### config.mk
export PLATFORM = sky130hd
export DESIGN_NAME = board_io_conditioner
export DESIGN_NICKNAME = d
export VERILOG_FILES = /design/src/rtl/board_io_pkg.sv /design/src/rtl/io_lane_cond.sv /design/src/rtl/board_io_conditioner.sv
export SDC_FILE = /design/constraint.sdc
export NUM_CORES = 1
export LEC_CHECK = 0
export ABC_AREA = 1
export BUFFER_PORTS_ARGS = -buffer_cell sky130_fd_sc_hd__buf_2
export CORE_MARGIN = 10
export CORE_UTILIZATION = 55
export CTS_CLUSTER_SIZE = 24
export DETAILED_ROUTE_END_ITERATION = 8
export GPL_TIMING_DRIVEN = 0
export PLACE_DENSITY = 0.73
export SLEW_MARGIN = 20
export SYNTH_ARGS = -nofsm -noshare
export SYNTH_HDL_FRONTEND = slang
export SYNTH_SLANG_ARGS = --single-unit
### constraint.sdc
create_clock -name clkin -period 1.8 [get_ports clkin]
set_input_delay 0.18 -clock clkin [delete_from_list [all_inputs] [get_ports clkin]]
set_output_delay 0.18 -clock clkin [all_outputs]
set_load 0.05 [all_outputs]
### src/rtl/board_io_pkg.sv
`timescale 1ns/1ps
`default_nettype none
// ============================================================================
// board_io_pkg : shared constants and helpers for the board I/O conditioner
// Revision 1.0
// ============================================================================
package board_io_pkg;

  localparam logic [1:0] LED_MODE_CORE = 2'd0;
  localparam logic [1:0] LED_MODE_ACT  = 2'd1;
  localparam logic [1:0] LED_MODE_OFF  = 2'd2;
  localparam logic [1:0] LED_MODE_LAMP = 2'd3;

  localparam logic UART_IDLE = 1'b1;

  // Bits needed to hold 0..max_val; never less than one bit.
  function automatic int ctr_w(input int max_val);
    return (max_val < 1) ? 1 : $clog2(max_val + 1);
  endfunction

endpackage : board_io_pkg
`default_nettype wire

### src/rtl/io_lane_cond.sv
`timescale 1ns/1ps
`default_nettype none
// ============================================================================
// io_lane_cond : one UART lane - RX sync + glitch filter, TX register, activity stretcher
// Revision 1.0
// ============================================================================
module io_lane_cond
  import board_io_pkg::*;
#(
  parameter int SYNC_STAGES    = 2,
  parameter int FILT_LEN       = 3,
  parameter int STRETCH_CYCLES = 1200000
) (
  input  logic clk_i,
  input  logic rst_ni,
  input  logic rx_pad_i,
  input  logic tx_core_i,
  output logic rx_core_o,
  output logic tx_pad_o,
  output logic act_o
);

  localparam int FW = ctr_w(FILT_LEN - 1);
  localparam int SW = ctr_w(STRETCH_CYCLES);
  localparam logic [FW-1:0] FILT_MAX     = FW'(FILT_LEN - 1);
  localparam logic [SW-1:0] STRETCH_LOAD = SW'(STRETCH_CYCLES);

  logic [SYNC_STAGES-1:0] sync_q;
  logic                   sync_out;
  logic                   rx_q, rx_d;
  logic                   tx_q;
  logic [FW-1:0]          filt_q, filt_d;
  logic [SW-1:0]          str_q, str_d;
  logic                   act_evt;

  assign sync_out = sync_q[SYNC_STAGES-1];

  always_comb begin
    rx_d   = rx_q;
    filt_d = '0;
    if (sync_out != rx_q) begin
      if (filt_q == FILT_MAX) begin
        rx_d = sync_out;
      end else begin
        filt_d = filt_q + 1'b1;
      end
    end

    // RX and TX edges landing together still produce one reload.
    act_evt = (rx_d != rx_q) || (tx_core_i != tx_q);
    if (act_evt) begin
      str_d = STRETCH_LOAD;
    end else if (str_q != '0) begin
      str_d = str_q - 1'b1;
    end else begin
      str_d = str_q;
    end
  end

  always_ff @(posedge clk_i or negedge rst_ni) begin
    if (!rst_ni) begin
      sync_q <= {SYNC_STAGES{UART_IDLE}};
      rx_q   <= UART_IDLE;
      tx_q   <= UART_IDLE;
      filt_q <= '0;
      str_q  <= '0;
    end else begin
      sync_q <= {sync_q[SYNC_STAGES-2:0], rx_pad_i};
      rx_q   <= rx_d;
      tx_q   <= tx_core_i;
      filt_q <= filt_d;
      str_q  <= str_d;
    end
  end

  assign rx_core_o = rx_q;
  assign tx_pad_o  = tx_q;
  assign act_o     = (str_q != '0);

endmodule : io_lane_cond
`default_nettype wire

### src/rtl/board_io_conditioner.sv
`timescale 1ns/1ps
`default_nettype none
// ============================================================================
// board_io_conditioner : pad-side UART/LED conditioning, heartbeat and core reset sync
// Revision 1.0
// ============================================================================
module board_io_conditioner
  import board_io_pkg::*;
#(
  parameter int NUM_UART       = 1,
  parameter int LED_W          = 8,
  parameter int SYNC_STAGES    = 2,
  parameter int FILT_LEN       = 3,
  parameter int STRETCH_CYCLES = 1200000,
  parameter int HB_PERIOD      = 6000000
) (
  input  logic                clkin,
  input  logic                RST_N,
  input  logic [NUM_UART-1:0] uart_rx_pad,
  output logic [NUM_UART-1:0] uart_tx_pad,
  output logic [NUM_UART-1:0] core_rx,
  input  logic [NUM_UART-1:0] core_tx,
  input  logic [LED_W-1:0]    core_leds,
  input  logic [1:0]          led_mode,
  output logic [LED_W-1:0]    leds,
  output logic                core_rst_n,
  output logic                heartbeat
);

  localparam int HW = ctr_w(HB_PERIOD - 1);
  localparam logic [HW-1:0] HB_MAX = HW'(HB_PERIOD - 1);

  if (NUM_UART < 1 || NUM_UART > 8) begin : g_bad_num_uart
    $error("NUM_UART must be in 1..8");
  end
  if (LED_W < NUM_UART + 1) begin : g_bad_led_w
    $error("LED_W must be at least NUM_UART+1");
  end
  if (SYNC_STAGES < 2 || FILT_LEN < 1 || HB_PERIOD < 1) begin : g_bad_timing
    $error("SYNC_STAGES >= 2, FILT_LEN >= 1 and HB_PERIOD >= 1 required");
  end

  logic [SYNC_STAGES-1:0] rst_sync_q;
  logic [HW-1:0]          hb_cnt_q, hb_cnt_d;
  logic                   hb_q, hb_d;
  logic [LED_W-1:0]       leds_q, leds_d;
  logic [NUM_UART-1:0]    act;

  for (genvar i = 0; i < NUM_UART; i++) begin : g_lane
    io_lane_cond #(
      .SYNC_STAGES   (SYNC_STAGES),
      .FILT_LEN      (FILT_LEN),
      .STRETCH_CYCLES(STRETCH_CYCLES)
    ) u_lane (
      .clk_i    (clkin),
      .rst_ni   (RST_N),
      .rx_pad_i (uart_rx_pad[i]),
      .tx_core_i(core_tx[i]),
      .rx_core_o(core_rx[i]),
      .tx_pad_o (uart_tx_pad[i]),
      .act_o    (act[i])
    );
  end

  always_comb begin
    hb_cnt_d = hb_cnt_q + 1'b1;
    hb_d     = hb_q;
    if (hb_cnt_q == HB_MAX) begin
      hb_cnt_d = '0;
      hb_d     = ~hb_q;
    end
  end

  always_comb begin
    leds_d = '0;
    case (led_mode)
      LED_MODE_CORE: leds_d = core_leds;
      LED_MODE_ACT: begin
        leds_d[NUM_UART-1:0] = act;
        leds_d[LED_W-1]      = hb_q;
      end
      LED_MODE_OFF:  leds_d = '0;
      default:       leds_d = '1;
    endcase
  end

  // Reset synchroniser: asserts with RST_N, releases after SYNC_STAGES edges.
  always_ff @(posedge clkin or negedge RST_N) begin
    if (!RST_N) begin
      rst_sync_q <= '0;
      hb_cnt_q   <= '0;
      hb_q       <= 1'b0;
      leds_q     <= '0;
    end else begin
      rst_sync_q <= {rst_sync_q[SYNC_STAGES-2:0], 1'b1};
      hb_cnt_q   <= hb_cnt_d;
      hb_q       <= hb_d;
      leds_q     <= leds_d;
    end
  end

  assign core_rst_n = rst_sync_q[SYNC_STAGES-1];
  assign heartbeat  = hb_q;
  assign leds       = leds_q;

endmodule : board_io_conditioner
`default_nettype wire
==> impl_metrics.py, run 1 <==
metrics = {
    "synth": {
        "synth_edf_count": 0,
        "async_flop_share_pct": 100.0,
        "ys_ff_latch": 61,
        "avgSynthCellArea_um2": 7.752,
        "synthTopCellsByCount": "nand2_1, nor2_1, inv_1, dfrtp_1, nand3_1",
        "synth_flop_cell": "dfrtp_1",
        "synth.most_common_cell": "nand2_1",
        "synth_top_area_cell": "dfrtp_1",
        "ys_top_cells_by_area": "dfrtp_1, nand2_1, nor2_1",
        "syn_nets": 474,
        "yosysUniqueCellTypes": 35,
        "ys_warn_count": 0,
        "syn_inst": 454,
        "seq_area_frac_synth_pct": 43.51,
        "synth_area_um2": 3520,
        "synth_top_area_share_pct": 40.53,
    },
    "place": {
        "gp_congestion": 0.9162,
        "post-dp-hpwl_um": 5647,
        "port_buffers": 25,
        "dpl.cell_count": 556,
    },
    "sta": {
        "final_max_slew_viol_count": 0,
        "setup_viol": 0,
        "worstMarginPinSlew_ns": 0.7638,
        "relSlewSlack_pct": 49.08,
        "hold_viol_final": 0,
        "min_period_ns": 1.677,
        "fin_skew_ns": 0.005611,
        "finalCritPeriodShare_pct": 93.15,
        "max_freq_mhz": 596.4,
        "tns_ns": 0,
    },
    "setup_path": {
        "critPathMaxFanout": 7,
        "critPathKind": "flip-flop to flip-flop",
        "slowest_delay_ns": 0.39,
        "critical_path_required_ns": 2.04,
        "crit_buf_inv": 3,
        "worstPathArrival_ns": 1.92,
        "start_kind": "flip-flop",
        "crit_path_end_kind": "flip-flop",
        "worstPathCellList": "inv_2 -> ha_1 -> inv_1 -> nor3_4 -> nand2_2 -> nor2_4 -> nand2_2 -> nand2_1 -> inv_1",
        "critPathTopFamily": "simple AND/OR/NAND/NOR gates",
        "crit_slowest_cell": "dfrtp_1",
    },
    "grt": {
        "grt_max_degree": 62,
        "grt_usage_pct": 16.20,
        "antenna_found_initial": 0,
        "grt_overflow": 0,
        "grt_pass1_wl_um": 13210,
        "grt_pass1_vias": 2912,
    },
    "power_and_ir_drop": {
        "p_sw_mw": 1.480,
        "power.internal_mw": 2.506,
        "clkPwrFrac_pct": 29.3,
        "p_comb_share_pct": 29.1,
        "switching_share_pct": 37.14,
        "vdd_drop_max_v": 0.0006722,
        "seq_power_share_pct": 41.6,
        "cellPowerDensity_nw_per_um2": 1001,
        "p_leak_nw": 1.892,
    },
    "final_layout": {
        "drive_gt1_share_pct": 18.24,
        "diodes": 0,
        "area.growth.synth_to_final_pct": 13.19,
        "instances_no_fill": 576,
        "nNetsFinal": 515,
    },
    "detailed_routing": {
        "drc": 0,
        "first_pass_iters": 5,
        "routed_wl_um": 7617,
        "num_vias": 2966,
        "drtIter0Drc": 232,
        "postRouteAntennaNets": 0,
        "wl_per_cell_um": 13.22,
        "vias_per_cell": 5.149,
    },
    "clock_tree": {
        "cts_tree": "done",
        "cts_buffers": 9,
        "clk_pin_slew_ns": 0.07,
        "cts_root_buf": "clkbuf_8",
        "htree_levels": 3,
        "clk_latency_ns": 0.34,
        "cts_sinks": 61,
        "cts_max_path_buffers": 2,
    },
    "job": {
        "max-cap-violations": 0,
    },
    "die": {
        "dieArea_um2": 9999,
        "pin_count": 26,
        "die_y_um": 100.0,
        "initial_utilization_pct": 56.07,
        "rows": 29,
        "die_x_um": 100.0,
        "core_region_area_um2": 6277,
    },
    "hold_path": {
        "hold_path.class": "primary input to flip-flop",
    },
    "run_status": {
        "status": "completed",
    },
}
-- kinds of logic after synthesis --
group                    count (synthesis)  synth area share, %
multiplexers                             1               0.3199
AND/OR/NAND/NOR                        285                39.21
adder cells (fa/ha/maj)                  6                2.133
buffers and inverters                   66                7.359
flip-flops                              61                43.51
AO/OA/AOI/OAI                           18                3.164
other                                    1               0.1065
XOR/XNOR                                16                4.195
-- worst reg2reg max path, delay by kind of cell (launching register included) --
kind                       cells  cell delay (ns)
adders and majority gates      1             0.21
buffers and inverters          3             0.30
and+or+nand+nor                5             0.67
DFF                            1             0.39
-- per-stage QoR --
step | total power [mW] | instance area [µm²] | util (%) | hold slack [ns] | setup WS (ns)
floorplan | 2.527 | 3520 | - | -0.1156 | 0.2131
global placement | 2.761 | 3741 | 59.60 | 0.2858 | 0.08380
detailed placement | 2.798 | 3744 | 59.64 | 0.2863 | 0.03999
CTS | 3.988 | 3954 | 62.99 | 0.03012 | 0.02044
global route | 4.225 | 3984 | 63.46 | 0.03666 | -0.001855
finish | 3.986 | 3984 | 63.46 | 0.04040 | 0.1233
-- cell type report --
cell class | count | area [µm²]
Inverter | 61 | 229.0
Multi-Input combinational cell | 327 | 1744
Fill cell | 560 | 2293
Buffer | 5 | 30.03
Tap cell | 77 | 96.34
Timing Repair Buffer | 30 | 172.7
Clock inverter | 5 | 52.55
Sequential cell | 61 | 1531
Clock buffer | 10 | 127.6
-- repair_timing --
action / 4_1_cts / 5_1_grt
endpoints found under the setup margin: 0 / 13
hold buffers: 3 / 0
buffers inserted: 0 / 2
endpoints found under the hold margin: 59 / 0
gates resized for setup: 0 / 4
-- state kept, by name, summed over array words and instances (netlist names) --
name / flops
g_lane.u_lane.str_q: 21
rst_sync_q: 2
heartbeat: 1
hb_cnt_q: 23
leds: 8
g_lane.u_lane.rx_core_o: 1
g_lane.u_lane.tx_pad_o: 1
g_lane.u_lane.sync_q: 2
g_lane.u_lane.filt_q: 2
-- power by group through the flow --
| stage | Sequential [mW] | Combinational, mW | Clock (mW) |
|---|---|---|---|
| 4_1_cts | 1.66 | 1.14 | 1.19 |
| 6_report | 1.66 | 1.16 | 1.17 |
| 2_1_floorplan | 1.77 | 0.753 | 0 |
| 5_1_grt | 1.67 | 1.30 | 1.26 |
| 3_3_place_gp | 1.67 | 1.10 | 0 |
| 3_5_place_dp | 1.68 | 1.12 | 0 |
-- final timing paths --
kind	from	to	slack, ns	depth (start not counted)
max	g_lane[0].u_lane.str_q[0]$_DFFE_PN0P_	g_lane[0].u_lane.str_q[5]$_DFFE_PN0P_	0.12	9
min	core_leds[4]	leds[4]$_DFF_PN0_	0.04	3
max reg2reg	g_lane[0].u_lane.str_q[0]$_DFFE_PN0P_	g_lane[0].u_lane.str_q[5]$_DFFE_PN0P_	0.12	9
min in group asynchronous	RST_N	g_lane[0].u_lane.str_q[12]$_DFFE_PN0P_	0.45	2
max in group asynchronous	RST_N	hb_cnt_q[1]$_DFF_PN0_	0.84	2
min reg2reg	g_lane[0].u_lane.sync_q[0]$_DFF_PN1_	g_lane[0].u_lane.sync_q[1]$_DFF_PN1_	0.36	0
-- placed cells by master, fill, tap and decap left out, drive strengths merged, types with 3 or more instances in the layout --
master,Yosys,routed
xnor2,4,4
nand4,13,13
o21ai,9,9
nand2,121,121
dlygate4sd3,0,3
nor3,15,15
nand3,37,37
dfstp,4,4
nor2,90,90
clkbuf,2,12
inv,61,61
buf,3,30
ha,6,6
nand3b,6,6
clkinv,0,3
a21oi,6,6
dfrtp,57,57
xor2,12,12
-- layer usage --
metal	up-vias	GRT usage (%)	routed length, µm
li1	1510	-	-
met1	1366	20.75	3516
met2	81	25.63	3540
met3	9	4.533	466
met4	0	5.761	93
met5	-	0	0
(Power assumes the default switching activity.)
==> inputs of run 2 (changes only) <==
--- a/config.mk
+++ b/config.mk
@@ -8,11 +8,11 @@
 export ABC_AREA = 1
 export BUFFER_PORTS_ARGS = -buffer_cell sky130_fd_sc_hd__buf_2
 export CORE_MARGIN = 10
-export CORE_UTILIZATION = 55
+export CORE_UTILIZATION = 60
 export CTS_CLUSTER_SIZE = 24
 export DETAILED_ROUTE_END_ITERATION = 8
 export GPL_TIMING_DRIVEN = 0
-export PLACE_DENSITY = 0.73
+export PLACE_DENSITY = 0.78
 export SLEW_MARGIN = 20
 export SYNTH_ARGS = -nofsm -noshare
 export SYNTH_HDL_FRONTEND = slang
==> run 2 against run 1 <==
Global-route usage increased by 1.7 points. Maximum frequency about the same. Power increased by 5.9%. Wire length increased by 0.66%. Clock-buffer cell count increased by 3. Flip-flop and latch count unchanged. Register-to-register slack about the same. Largest cell class unchanged. Largest power group unchanged.
==> impl_metrics.py, run 2 (synthesis results as in run 1) <==
metrics = {
    "run_status": {
        "status": "completed",
    },
    "power_and_ir_drop": {
        "vdd_drop_max_v": 0.0007725,
        "p_comb_share_pct": 27.3,
        "clkPwrFrac_pct": 33.6,
        "seq_power_share_pct": 39.1,
        "cellPowerDensity_nw_per_um2": 1053,
        "p_sw_mw": 1.457,
        "power.internal_mw": 2.765,
        "p_leak_nw": 1.904,
        "switching_share_pct": 34.51,
    },
    "detailed_routing": {
        "drtIter0Drc": 202,
        "first_pass_iters": 5,
        "vias_per_cell": 5.249,
        "routed_wl_um": 7667,
        "num_vias": 2992,
        "wl_per_cell_um": 13.45,
        "postRouteAntennaNets": 0,
        "drc": 0,
    },
    "sta": {
        "finalCritPeriodShare_pct": 93.15,
        "tns_ns": 0,
        "final_max_slew_viol_count": 0,
        "min_period_ns": 1.677,
        "fin_skew_ns": 0.009732,
        "setup_viol": 0,
        "worstMarginPinSlew_ns": 0.7909,
        "rsz0062_at_grt": "no",
        "relSlewSlack_pct": 47.27,
        "max_freq_mhz": 596.4,
        "hold_viol_final": 0,
    },
    "place": {
        "post-dp-hpwl_um": 5764,
        "port_buffers": 25,
        "placed_area_um2": 3737,
        "gp_congestion": 0.8996,
        "dpl.cell_count": 551,
    },
    "die": {
        "die_y_um": 96.59,
        "pin_count": 26,
        "initial_utilization_pct": 62.76,
        "die_x_um": 96.59,
        "core_region_area_um2": 5608,
        "rows": 27,
        "dieArea_um2": 9330,
    },
    "clock_tree": {
        "cts_sinks": 61,
        "post_cts_buffers": 0,
        "cts_tree": "done",
        "clk_pin_slew_ns": 0.07,
        "cts_max_path_buffers": 2,
        "cts_root_buf": "clkbuf_8",
        "cts_buffers": 9,
        "clk_latency_ns": 0.34,
        "htree_levels": 3,
    },
    "setup_path": {
        "critPathMaxFanout": 7,
        "crit_slowest_cell": "dfrtp_1",
        "start_kind": "flip-flop",
        "crit_buf_inv": 3,
        "worstPathCellList": "inv_2 -> ha_1 -> inv_1 -> nor3_4 -> nand2_2 -> nor2_4 -> nand2_2 -> nand2_1 -> inv_1",
        "regToRegStartpoint": "g_lane[0].u_lane.str_q[0]$_DFFE_PN0P_",
        "critical_path_required_ns": 2.03,
        "worstPathArrival_ns": 1.91,
        "reg2reg_depth": 9,
        "rrSetupSlack_ns": 0.12,
        "slowest_delay_ns": 0.39,
        "critPathTopFamily": "simple AND/OR/NAND/NOR gates",
        "critPathKind": "flip-flop to flip-flop",
        "crit_path_end_kind": "flip-flop",
        "r2r_end": "g_lane[0].u_lane.str_q[9]$_DFFE_PN0P_",
    },
    "final_layout": {
        "drive_gt1_share_pct": 18.07,
        "regMostFlops": "hb_cnt_q",
        "fill_cells": 448,
        "regArea_um2": 1531,
        "largest_reg_flops": 23,
        "design_area_um2": 4009,
        "final_common_cell": "nand2_1",
        "area.growth.synth_to_final_pct": 13.90,
        "nNetsFinal": 513,
        "diodes": 0,
        "layout_common_cells": "nand2_1, nor2_1, inv_1, dfrtp_1, nand3_1",
        "instances_no_fill": 570,
        "multiInputGateArea_um2": 1734,
    },
    "hold_path": {
        "min_to": "leds[4]$_DFF_PN0_",
        "min_from": "core_leds[4]",
        "hold_path.class": "primary input to flip-flop",
        "hold_path_depth": 3,
    },
    "grt": {
        "grt_usage_pct": 17.95,
        "grt_max_degree": 62,
        "antenna_found_initial": 0,
        "grt_pass1_vias": 2857,
        "grt_pass1_wl_um": 13190,
        "grt_overflow": 0,
    },
    "job": {
        "max-cap-violations": 0,
    },
}
-- run 2: changes by cell type in the layout (fill, tap and decap cells not counted) --
cell	delta
clkbuf_8	+3
clkinv_2	-3
buf_4	-2
bufinv_16	+1
ha_2	+1
ha_4	-1
-- run 2: worst reg2reg max path, cell delays in order (launching register included) --
cell	delay (ns)
dfrtp_1	0.39
inv_2	0.13
ha_1	0.21
inv_1	0.12
nor3_4	0.22
nand2_2	0.08
nor2_4	0.19
nand2_2	0.12
nand2_1	0.08
inv_1	0.04
-- run 2: power by group through the flow --
stage	Clock (mW)	Combinational (mW)	Sequential [mW]
after floorplan	0	0.753	1.77
after global placement	0	1.09	1.67
after detailed placement	0	1.12	1.67
after CTS	1.45	1.14	1.65
after global routing	1.51	1.27	1.67
final	1.42	1.15	1.65
-- run 2: layout make-up --
cell class | count | share of cell area [%]
plain buffers | 5 | 0.7491
multi-input cells | 327 | 43.26
well taps | 72 | 2.247
repair buffers | 28 | 3.933
clock inverters | 3 | 1.685
inverters | 61 | 5.712
clock buffers | 13 | 4.213
flip-flops and latches | 61 | 38.20
-- run 2: how the worst max path moves through the flow --
stage,start,endpoint,slack [ns],depth (start not counted)
after floorplan,g_lane[0].u_lane.tx_pad_o$_DFF_PN1_,g_lane[0].u_lane.str_q[6]$_DFFE_PN0P_,0.21,6
after global placement,g_lane[0].u_lane.str_q[0]$_DFFE_PN0P_,g_lane[0].u_lane.str_q[18]$_DFFE_PN0P_,0.09,7
after detailed placement,g_lane[0].u_lane.str_q[0]$_DFFE_PN0P_,g_lane[0].u_lane.str_q[19]$_DFFE_PN0P_,0.04,7
after CTS,g_lane[0].u_lane.str_q[0]$_DFFE_PN0P_,g_lane[0].u_lane.str_q[19]$_DFFE_PN0P_,0.03,7
after global routing,g_lane[0].u_lane.str_q[0]$_DFFE_PN0P_,g_lane[0].u_lane.str_q[9]$_DFFE_PN0P_,0.02,9
final,g_lane[0].u_lane.str_q[0]$_DFFE_PN0P_,g_lane[0].u_lane.str_q[9]$_DFFE_PN0P_,0.12,9
-- run 2: per-stage QoR --
step	power, mW	utilization (%)	setup WS, ns	hold slack [ns]
2_1_floorplan	2.527	-	0.2131	-0.1156
3_3_place_gp	2.759	66.60	0.08899	0.2860
3_5_place_dp	2.798	66.64	0.03610	0.2872
4_1_cts	4.235	71.40	0.02962	0.02636
5_1_grt	4.445	71.49	0.02358	0.03509
6_report	4.222	71.49	0.1233	0.04204
-- run 2: layer usage --
metal / vias up / global-route usage [%] / part of all wire (%)
met5: - / 0 / 0
met4: 0 / 7.869 / 1.7
met3: 13 / 3.624 / 7.1
met2: 93 / 26.95 / 44
met1: 1383 / 24.53 / 47
li1: 1503 / - / -
-- run 2: timing repair --
| action | CTS | global route |
|---|---|---|
| hold buffers | 3 | 0 |
| hold endpoints to repair | 59 | 0 |
| resized for setup | 0 | 3 |
| setup endpoints to repair | 0 | 11 |
